File: src/rtl/layer_sequencer.sv
// Layer sequencer: drives the MAC step counter, accumulator clear and capture strobes
// for every layer of the neuron network, then holds the final result until accepted.
module layer_sequencer #(
  parameter int unsigned NEURON_WIDTH = 3,
  parameter int unsigned COUNTER_END  = 6,
  parameter int unsigned NUM_LAYERS   = 2
) (
  input  logic        clk,
  input  logic        rst,
  input  logic        start,
  output logic        in_ready,
  input  logic        abort,
  output logic        busy,
  output logic [31:0] counter,
  output logic        acc_clr,
  output logic        mac_en,
  output logic        activation_function,
  output logic [3:0]  layer_idx,
  output logic        capture,
  output logic        out_valid,
  input  logic        out_ready
);

  typedef enum logic [2:0] {
    S_IDLE,
    S_CLR,
    S_MAC,
    S_DRAIN,
    S_ACT,
    S_OUT
  } state_e;

  localparam logic [31:0] MAC_LAST   = 32'(NEURON_WIDTH);
  localparam logic [31:0] CNT_LAST   = 32'(COUNTER_END);
  localparam logic [3:0]  LAYER_LAST = 4'(NUM_LAYERS - 1);

  if (COUNTER_END < NEURON_WIDTH + 1) begin : g_bad_counter_end
    $error("layer_sequencer: COUNTER_END must be >= NEURON_WIDTH+1");
  end
  if (NUM_LAYERS < 1 || NUM_LAYERS > 16) begin : g_bad_num_layers
    $error("layer_sequencer: NUM_LAYERS must be in 1..16");
  end

  state_e      state_q;
  logic [31:0] counter_q;
  logic [3:0]  layer_q;
  logic        in_ready_q;
  logic        busy_q;
  logic        acc_clr_q;
  logic        mac_en_q;
  logic        act_q;
  logic        capture_q;
  logic        out_valid_q;
  logic [3:0]  layer_d;
  logic [31:0] counter_d;

  assign layer_d   = layer_q + 4'd1;
  assign counter_d = counter_q + 32'd1;

  always_ff @(posedge clk) begin
    // abort drops everything back to the reset state, so it shares the reset path
    if (rst || (abort && state_q != S_IDLE)) begin
      state_q     <= S_IDLE;
      counter_q   <= '0;
      layer_q     <= '0;
      in_ready_q  <= 1'b1;
      busy_q      <= 1'b0;
      acc_clr_q   <= 1'b0;
      mac_en_q    <= 1'b0;
      act_q       <= 1'b0;
      capture_q   <= 1'b0;
      out_valid_q <= 1'b0;
    end else begin
      acc_clr_q <= 1'b0;
      capture_q <= 1'b0;
      case (state_q)
        S_IDLE: begin
          counter_q <= '0;
          if (start) begin
            state_q    <= S_CLR;
            layer_q    <= '0;
            act_q      <= (LAYER_LAST != 4'd0);
            acc_clr_q  <= 1'b1;
            busy_q     <= 1'b1;
            in_ready_q <= 1'b0;
          end
        end
        S_CLR: begin
          state_q   <= S_MAC;
          counter_q <= '0;
          mac_en_q  <= 1'b1;
        end
        S_MAC: begin
          counter_q <= counter_d;
          if (counter_q == MAC_LAST) begin
            state_q  <= S_DRAIN;
            mac_en_q <= 1'b0;
          end
        end
        S_DRAIN: begin
          if (counter_q == CNT_LAST) begin
            state_q   <= S_ACT;
            capture_q <= 1'b1;
          end else begin
            counter_q <= counter_d;
          end
        end
        S_ACT: begin
          counter_q <= '0;
          if (layer_q != LAYER_LAST) begin
            state_q   <= S_CLR;
            layer_q   <= layer_d;
            act_q     <= (layer_d != LAYER_LAST);
            acc_clr_q <= 1'b1;
          end else begin
            state_q     <= S_OUT;
            out_valid_q <= 1'b1;
          end
        end
        S_OUT: begin
          counter_q <= '0;
          if (out_ready) begin
            state_q     <= S_IDLE;
            out_valid_q <= 1'b0;
            busy_q      <= 1'b0;
            in_ready_q  <= 1'b1;
          end
        end
        default: state_q <= S_IDLE;
      endcase
    end
  end

  assign in_ready            = in_ready_q;
  assign busy                = busy_q;
  assign counter             = counter_q;
  assign acc_clr             = acc_clr_q;
  assign mac_en              = mac_en_q;
  assign activation_function = act_q;
  assign layer_idx           = layer_q;
  assign capture             = capture_q;
  assign out_valid           = out_valid_q;

endmodule

File: config.mk
export PLATFORM = sky130hd
export DESIGN_NAME = layer_sequencer
export DESIGN_NICKNAME = d
export VERILOG_FILES = /design/src/rtl/layer_sequencer.sv
export SDC_FILE = /design/constraint.sdc
export NUM_CORES = 1
export LEC_CHECK = 0
export CAP_MARGIN = 0
export CORE_UTILIZATION = 54
export CTS_BUF_LIST = sky130_fd_sc_hd__clkbuf_4 sky130_fd_sc_hd__clkbuf_8
export CTS_CLUSTER_DIAMETER = 120
export DETAILED_ROUTE_END_ITERATION = 16
export GPL_TIMING_DRIVEN = 0
export PLACE_DENSITY_LB_ADDON = 0.3
export SYNTH_ARGS = -nofsm -noshare
export SYNTH_HDL_FRONTEND = slang
export SYNTH_SLANG_ARGS = --single-unit
export TNS_END_PERCENT = 5
File: constraint.sdc
create_clock -name clk -period 2.25 [get_ports clk]
set_clock_uncertainty 0.05 [all_clocks]
set_input_delay 0.225 -clock clk [delete_from_list [all_inputs] [get_ports clk]]
set_output_delay 0.225 -clock clk [all_outputs]
set_load 0.02 [all_outputs]
==> impl_metrics.ini, run 1 <==
[clock_tree]
post-cts-setup-buffers = 0
cts-resized-gates = 1
cts-buffers-inserted = 5
cts_buffer_depth = 2
path_clk_slew_ps = 80
root_buffer = clkbuf_8
clock-sinks = 46
h-tree-depth = 2
cts_tree = done
ctsHoldBuffers = 0
clk_latency_ps = 300

[logic_synthesis]
synth_warnings = 0
synth-edff-count = 0
ys.flop_type = dfxtp_1
synth_cell_types = 58
syn-num-nets = 320
synthAdderAreaFrac_pct = 2.40
synth_common_cells = dfxtp_1 (46), nor2_1 (28), nand2_1 (22), nand3_1 (19), nand4_1 (19)
synthSimpleGateAreaFrac_pct = 35.5
synth_compound_area_share_pct = 17.0
synth_cells = 310
synth_top_area_share_pct = 35.4
synth_top_family_by_area = simple AND/OR/NAND/NOR gates
yosysTopAreaCell = dfxtp_1
ys_ff_latch = 46
async_flop_share_pct = 0
synth_xor_area_share_pct = 4.71
yosys-mux-area-fraction_pct = 0.385
yosysSeqAreaShare_pct = 35.4
syn_area_per_cell_um2 = 8.40
synth_area_um2 = 2600
synth.most_common_cell = dfxtp_1
synth.area.top_cells = dfxtp_1 (35%), nand4_1 (4.6%), nor2_1 (4.0%)

[power_and_ir_drop]
p_leak_nw = 1.05
power_mw = 1.54
power.density_nw_per_um2 = 468
peakVddDrop_mv = 0.376

[detailed_routing]
drcViolationCount = 0
detail_route.wirelength_mm = 7.17
routedWlPerCell_um = 17.2
route.antenna.remaining_nets = 0
drt_pass1_iterations = 5
drt_iter0_drc = 282
dr_total_vias = 2695
viasPerCell = 6.46

[cells_and_area]
multi_input_comb_area_um2 = 1620
syn2layout_area_growth_pct = 26.4
seqCellArea_um2 = 922
layout.nets = 374
drive_above_1_share_pct = 9.86
fill_cells = 360
design_area_um2 = 3290
diodes = 0

[global_route]
grt_usage_pct = 29.2
grt_pass1_vias = 2382
grt_max_degree = 15
grt_overflow = 0
grt_pass1_wl_mm = 11.7
antenna_found_initial = 0

[critical_path]
ff2ff_setup_slack_ps = 100
r2r-end = counter[31]
crit_path_cell_trace = inv_1 -> ha_1 -> nor4bb_4 -> and4_1 -> nand3_1 -> buf_2 -> a32oi_1 -> o22ai_1
worstSetupEndpointType = register
required_ps = 2370
worst-setup-path-type = register to register
start_kind = register
r2r_cells = 8
worst_path_largest_cell_delay_ps = 380
crit_arrival_ps = 2270
slowest_stage = dfxtp_1
cp-endpoint = counter[31]
rr_startpoint = counter[0]
cp_max_fo = 10
startpoint = counter[0]

[place]
gp_congestion = 1.04
placed_area_um2 = 3140
numPortBuffers = 47
dpl.hpwl_mm = 5.20

[floorplanning]
die_h_um = 71.4
ioPinCount = 48
dieArea_um2 = 5100
die_w_um = 71.4
core_um2 = 4500
start_util_pct = 57.8
rows = 24

[run]
drv_cap = 0

[status]
run_status = finished, final reports clean

[timing]
finalMaxSlewViolations = 0
fmax_mhz = 465
finalHoldViolCount = 0
rsz0062_at_grt = true
fin_crit_ps = 2150
relSlewSlack_pct = 58.2
timing.final.crit_share_pct = 95.5
tightest_slew_ps = 627
setup_viol = 0

[hold_path]
min_path_type = register to register
-- through the flow --
step	utilization [%]	setup slack (ps)	setup TNS [ps]	hold WS (ps)	std cells
6_report	73.1	101	0	398	417
4_1_cts	71.8	20.1	0	401	417
2_1_floorplan	-	216	0	323	310
5_1_grt	73.1	-53.1	-77.0	443	417
3_3_place_gp	69.7	56.7	0	383	409
3_5_place_dp	69.7	21.0	0	388	409
-- cell type report --
cell class | instances | area share (%)
multi-input cells | 239 | 49.1
flip-flops and latches | 46 | 28.0
repair buffers | 47 | 14.3
clock buffers | 6 | 2.51
plain buffers | 13 | 2.32
well taps | 52 | 1.98
inverters | 12 | 1.37
clock inverters | 2 | 0.380
-- worst max-delay path: cells and delay by family, from the launching register on --
kind	cells	cell delay, ps
AO/OA/AOI/OAI	2	320
adder cells (fa/ha/maj)	1	180
buffers and inverters	2	350
flip-flops	1	380
AND/OR/NAND/NOR	3	740
-- cells in the final DEF (no fill, tap or decap), types with 2 or more instances in the layout --
cell / n
clkdlybuf4s50_1: 47
dfxtp_1: 45
nor2_1: 28
nand2_1: 22
nand4_1: 19
nand3_1: 18
a21oi_1: 13
inv_1: 11
xor2_1: 9
nor3_1: 8
nor4_2: 8
and3_1: 8
o21ai_1: 8
and4_1: 7
o31ai_1: 7
clkbuf_1: 6
o211ai_1: 6
clkbuf_8: 6
xnor2_1: 5
ha_1: 5
nor2b_1: 4
nand2b_1: 4
o21ai_0: 4
buf_2: 4
and2_1: 4
a32oi_1: 4
nor4_1: 4
or4_1: 3
or3_1: 2
a22oi_1: 2
and4b_1: 2
a41oi_1: 2
a31oi_1: 2
nor3_2: 2
or4b_1: 2
o22ai_1: 2
o221a_1: 2
-- where the power goes --
part / total, mW / internal, mW / leakage, nW / switching [mW]
sequential: 0.842 / 0.831 / 0.372 / 0.0117
combinational: 0.170 / 0.0645 / 0.629 / 0.105
clock: 0.529 / 0.247 / 0.0472 / 0.282
total: 1.54 / 1.14 / 1.05 / 0.398
-- sequential cells by signal, indices dropped and copies added, names as in the netlist --
signal,cells
acc_clr,1
in_ready,1
activation_function,1
out_valid,1
layer_idx,4
counter,32
state_q,3
capture,1
busy,1
mac_en,1
-- worst min-delay path by stage --
stage                          from  endpoint  slack, ps  cells past startpoint
after global placement     in_ready  in_ready        380                      2
after CTS                  in_ready  in_ready        400                      2
after floorplan           out_ready  in_ready        320                      2
after global routing       in_ready  in_ready        440                      2
after detailed placement   in_ready  in_ready        390                      2
final                      in_ready  in_ready        400                      2
-- cells by family after synthesis --
group                      Yosys count
AOI/OAI and AO/OA                   63
muxes                                1
adders and majority gates            5
and+or+nand+nor                    156
DFF                                 46
buffers and inverters               25
xor gates and xnor gates            14
-- per-layer routing --
layer	GRT usage, %	up-vias	wire length, µm
li1	-	1286	-
met1	40.7	1286	3340
met2	46.5	109	3310
met3	4.50	14	405
met4	9.78	0	118
met5	0	-	0
No activity file was read; power rests on OpenSTA's default activity.
==> inputs of run 2 (changes only) <==
--- a/config.mk
+++ b/config.mk
@@ -6,7 +6,9 @@
 export NUM_CORES = 1
 export LEC_CHECK = 0
 export CAP_MARGIN = 0
-export CORE_UTILIZATION = 54
+export CELL_PAD_IN_SITES_DETAIL_PLACEMENT = 0
+export CELL_PAD_IN_SITES_GLOBAL_PLACEMENT = 1
+export CORE_UTILIZATION = 40
 export CTS_BUF_LIST = sky130_fd_sc_hd__clkbuf_4 sky130_fd_sc_hd__clkbuf_8
 export CTS_CLUSTER_DIAMETER = 120
 export DETAILED_ROUTE_END_ITERATION = 16
==> impl_metrics.ini, run 2 (synthesis results as in run 1) <==
[status]
run_status = finished, final reports clean

[power_and_ir_drop]
power_mw = 1.65
power_frac_seq_pct = 51.0
power.density_nw_per_um2 = 497
p_leak_nw = 1.05
p_switching_uw = 427
peakVddDrop_mv = 0.260
switching_share_pct = 25.8
clkPwrFrac_pct = 38.6
power.internal_mw = 1.23
comb_power_share_pct = 10.4

[detailed_routing]
dr_total_vias = 2647
routedWlPerCell_um = 16.6
drt_iter0_drc = 174
detail_route.wirelength_mm = 7.32
drcViolationCount = 0
drt_pass1_iterations = 5
route.antenna.remaining_nets = 0
viasPerCell = 5.99

[critical_path]
worst-setup-path-type = register to register
crit_path_cell_trace = inv_1 -> ha_1 -> nor4bb_4 -> and4_1 -> nand3_1 -> clkbuf_1 -> a32oi_1 -> mux2i_1
cp_max_fo = 10
slowest_stage = dfxtp_1
path_buf_inv = 2
rr_startpoint = counter[0]
r2r_cells = 8
worst_path_largest_cell_delay_ps = 380
ff2ff_setup_slack_ps = 30
start_kind = register
crit_family = simple AND/OR/NAND/NOR gates
r2r-end = counter[22]
worstSetupEndpointType = register
required_ps = 2400
crit_arrival_ps = 2370

[timing]
hold_ws_ps = 396
rsz0062_at_grt = true
finalHoldViolCount = 0
relSlewSlack_pct = 64.4
setup_viol = 0
tightest_slew_ps = 534
fmax_mhz = 450
fin_crit_ps = 2220
timing.final.crit_share_pct = 98.7
finalMaxSlewViolations = 0

[place]
gp_congestion = 0.821
dpl.cell_count = 434
dpl.hpwl_mm = 5.33
numPortBuffers = 47

[floorplanning]
die_h_um = 82.7
dieArea_um2 = 6830
core_um2 = 6310
start_util_pct = 41.2
die_w_um = 82.7
ioPinCount = 48
rows = 29

[hold_path]
hp-start = in_ready
min_path_type = register to register
hold_end = in_ready
min_path_cells = 2

[cells_and_area]
layout.nets = 374
layout_commonest_cell = clkdlybuf4s50_1
drive_above_1_share_pct = 8.77
largest_register_ffs = 32
syn2layout_area_growth_pct = 27.8
finalNonFillerCells = 442
diodes = 0
layout_common_cells = clkdlybuf4s50_1 (47), dfxtp_1 (46), nor2_1 (28)

[clock_tree]
cts_buffer_depth = 2
clock-sinks = 46
cts-buffers-inserted = 5
h-tree-depth = 2
root_buffer = clkbuf_8
path_clk_slew_ps = 100
cts_tree = done
clk_latency_ps = 300

[global_route]
grt_max_degree = 16
grt_pass1_vias = 2314
antenna_found_initial = 0
grt_usage_pct = 23.0
grt_overflow = 0
grt_pass1_wl_mm = 12.0

[run]
drv_cap = 0
==> run 2: worst max-delay path by stage <==
stage                              to  cells past startpoint  slack, ps        from
after floorplan           counter[31]                      7        220  counter[1]
after global placement    counter[22]                      8         50  counter[0]
after detailed placement  counter[22]                      8         30  counter[0]
after CTS                 counter[22]                      8         20  counter[0]
after global routing      counter[31]                      8       -100  counter[0]
final                     counter[22]                      8         30  counter[0]
==> run 2: through the flow <==
stage               worst slack [ps]  cell area (µm²)  setup TNS, ps  utilization (%)
global placement                48.9             3170              0             50.2
floorplan                        216             2600              0                -
finish                          28.2             3330              0             52.7
global route                    -104             3330           -420             52.7
detailed placement              25.1             3170              0             50.2
CTS                             16.9             3280              0             52.0
==> run 2: worst min-delay path, stage by stage, from the launching register on <==
cell	delay, ps
dfxtp_1	320
nand2_1	50
nand2_1	40
==> run 2: per-layer routing <==
metal / up-vias / share of wire, % / global-route usage [%]
li1: 1285 / - / -
met1: 1247 / 48 / 32.2
met2: 100 / 45 / 36.0
met3: 15 / 6.2 / 4.40
met4: 0 / 1.5 / 5.52
met5: - / 0 / 0
==> run 2: final cells by class <==
cell class / count / area (µm²)
plain buffers: 13 / 75.1
clock inverters: 3 / 45.0
inverters: 12 / 45.0
fillers: 627 / 2990
flip-flops and latches: 46 / 921
well taps: 77 / 96.3
repair buffers: 47 / 470
clock buffers: 5 / 68.8
multi-input cells: 239 / 1600
==> run 2: power by group through the flow <==
stage	clock, mW	sequential (mW)	combinational [mW]
after detailed placement	0	0.862	0.167
after global routing	0.690	0.846	0.190
final	0.639	0.843	0.172
after CTS	0.653	0.843	0.168
after global placement	0	0.861	0.168
after floorplan	0	0.876	0.0881
==> run 2: what timing repair did <==
action | in CTS | in global routing
gates resized for setup | 0 | 7
buffers inserted | 0 | 0
setup endpoints to repair | 0 | 26
hold buffers | 0 | 0
hold endpoints to repair | 0 | 0
==> inputs of run 3 (changes only) <==
--- a/config.mk
+++ b/config.mk
@@ -8,6 +8,7 @@
 export CAP_MARGIN = 0
 export CELL_PAD_IN_SITES_DETAIL_PLACEMENT = 0
 export CELL_PAD_IN_SITES_GLOBAL_PLACEMENT = 1
+export CORE_MARGIN = 3
 export CORE_UTILIZATION = 40
 export CTS_BUF_LIST = sky130_fd_sc_hd__clkbuf_4 sky130_fd_sc_hd__clkbuf_8
 export CTS_CLUSTER_DIAMETER = 120
==> impl_metrics.ini, run 3 (synthesis results as in run 1) <==
[clock_tree]
cts_tree = done
cts_buffer_depth = 2
path_clk_slew_ps = 90
cts-buffers-inserted = 5
root_buffer = clkbuf_8
ctsHoldBuffers = 0
clock-sinks = 46
h-tree-depth = 2
clk_latency_ps = 310

[floorplanning]
die_w_um = 86.7
dieArea_um2 = 7510
die_h_um = 86.7
ioPinCount = 48
start_util_pct = 42.7
core_um2 = 6100
rows = 28

[run]
drv_cap = 0

[cells_and_area]
layout_commonest_cell = clkdlybuf4s50_1
fill_cells = 574
layout_common_cells = clkdlybuf4s50_1 (47), dfxtp_1 (42), nor2_1 (28)
drive_above_1_share_pct = 9.86
seqCellArea_um2 = 926
largest_register_ffs = 32
syn2layout_area_growth_pct = 28.9
diodes = 0
multi_input_comb_area_um2 = 1600
layout.nets = 374

[timing]
hold_ws_ps = 398
fin_tns_setup_ps = 0
fin_crit_ps = 2140
setup_viol = 0
tightest_slew_ps = 686
timing.final.crit_share_pct = 95.0
finalHoldViolCount = 0
fmax_mhz = 468
rsz0062_at_grt = true
finalMaxSlewViolations = 0
relSlewSlack_pct = 54.3

[power_and_ir_drop]
power.density_nw_per_um2 = 537
p_leak_nw = 1.07
power_mw = 1.80
switching_share_pct = 24.0
clkPwrFrac_pct = 43.8
p_switching_uw = 433
peakVddDrop_mv = 0.319
power.internal_mw = 1.37
power_frac_seq_pct = 46.8
comb_power_share_pct = 9.5

[critical_path]
start_kind = register
required_ps = 2440
ff2ff_setup_slack_ps = 110
cp_max_fo = 10
worstSetupEndpointType = register
crit_arrival_ps = 2320
worst-setup-path-type = register to register

[place]
numPortBuffers = 47
gp_congestion = 0.844
dpl.hpwl_mm = 5.37

[detailed_routing]
routedWlPerCell_um = 17.2
drcViolationCount = 0
viasPerCell = 6.04
detail_route.wirelength_mm = 7.57
dr_total_vias = 2658
route.antenna.remaining_nets = 0
drt_pass1_iterations = 5
drt_iter0_drc = 219

[hold_path]
min_path_type = register to register

[status]
run_status = finished, final reports clean

[global_route]
antenna_found_initial = 0
grt_overflow = 0
grt_usage_pct = 20.8
grt_pass1_wl_mm = 12.6
grt_max_degree = 15
grt_pass1_vias = 2479
## run 3: changes by cell type in the layout (fill, tap and decap cells not counted), sizes merged
cell | before | now
clkinvlp | 2 | 0
clkbuf | 12 | 13
bufinv | 1 | 2
## run 3: metrics by stage
step / util [%] / instances / setup WS [ps] / area (µm²)
6_report: 55.0 / 440 / 114 / 3350
5_1_grt: 55.0 / 440 / -39.1 / 3350
4_1_cts: 54.3 / 440 / 13.1 / 3310
3_5_place_dp: 51.9 / 432 / 36.3 / 3170
3_3_place_gp: 51.9 / 432 / 47.6 / 3170
2_1_floorplan: - / 310 / 216 / 2600
## run 3: path summary, 6_finish.rpt
kind | from | to | depth (start not counted)
worst max-delay path | state_q[2] | counter[14] | 5
worst min-delay path | in_ready | in_ready | 2
worst max register to register | state_q[2] | counter[14] | 5
worst min register to register | in_ready | in_ready | 2
## run 3: critical path, stage by stage (launching register included)
cell and delay, ps:
dfxtp_1 390, or3_1 350, a21oi_1 430, nand2_1 260, clkbuf_1 380, nor2_1 200
## run 3: cell type report
| cell class | instances | share of cell area, % |
|---|---|---|
| clock buffer | 6 | 2.46 |
| tap | 75 | 2.80 |
| clock inverter | 2 | 1.79 |
| timing repair buffer | 47 | 14.0 |
| sequential | 46 | 27.6 |
| buffer | 13 | 2.28 |
| inverter | 12 | 1.34 |
| multi-input combinational | 239 | 47.7 |
## run 3: repair_timing
| item | 4_1_cts | 5_1_grt |
|---|---|---|
| gates resized for setup | 0 | 12 |
| buffers inserted | 0 | 0 |
| setup endpoints to repair | 0 | 31 |
## run 3: power by group through the flow
| stage | logic (mW) | clock network [mW] | registers, mW |
|---|---|---|---|
| 5_1_grt | 0.183 | 0.822 | 0.845 |
| 4_1_cts | 0.168 | 0.790 | 0.843 |
| 3_5_place_dp | 0.167 | 0 | 0.862 |
| 2_1_floorplan | 0.0881 | 0 | 0.876 |
| 6_report | 0.171 | 0.789 | 0.843 |
| 3_3_place_gp | 0.167 | 0 | 0.861 |
## run 3: per-layer routing
metal	up-vias	GRT usage, %	wire [µm]
met1	1260	30.2	3600
met5	-	0	0
met2	107	31.6	3360
met3	12	3.61	491
li1	1279	-	-
met4	0	5.81	115
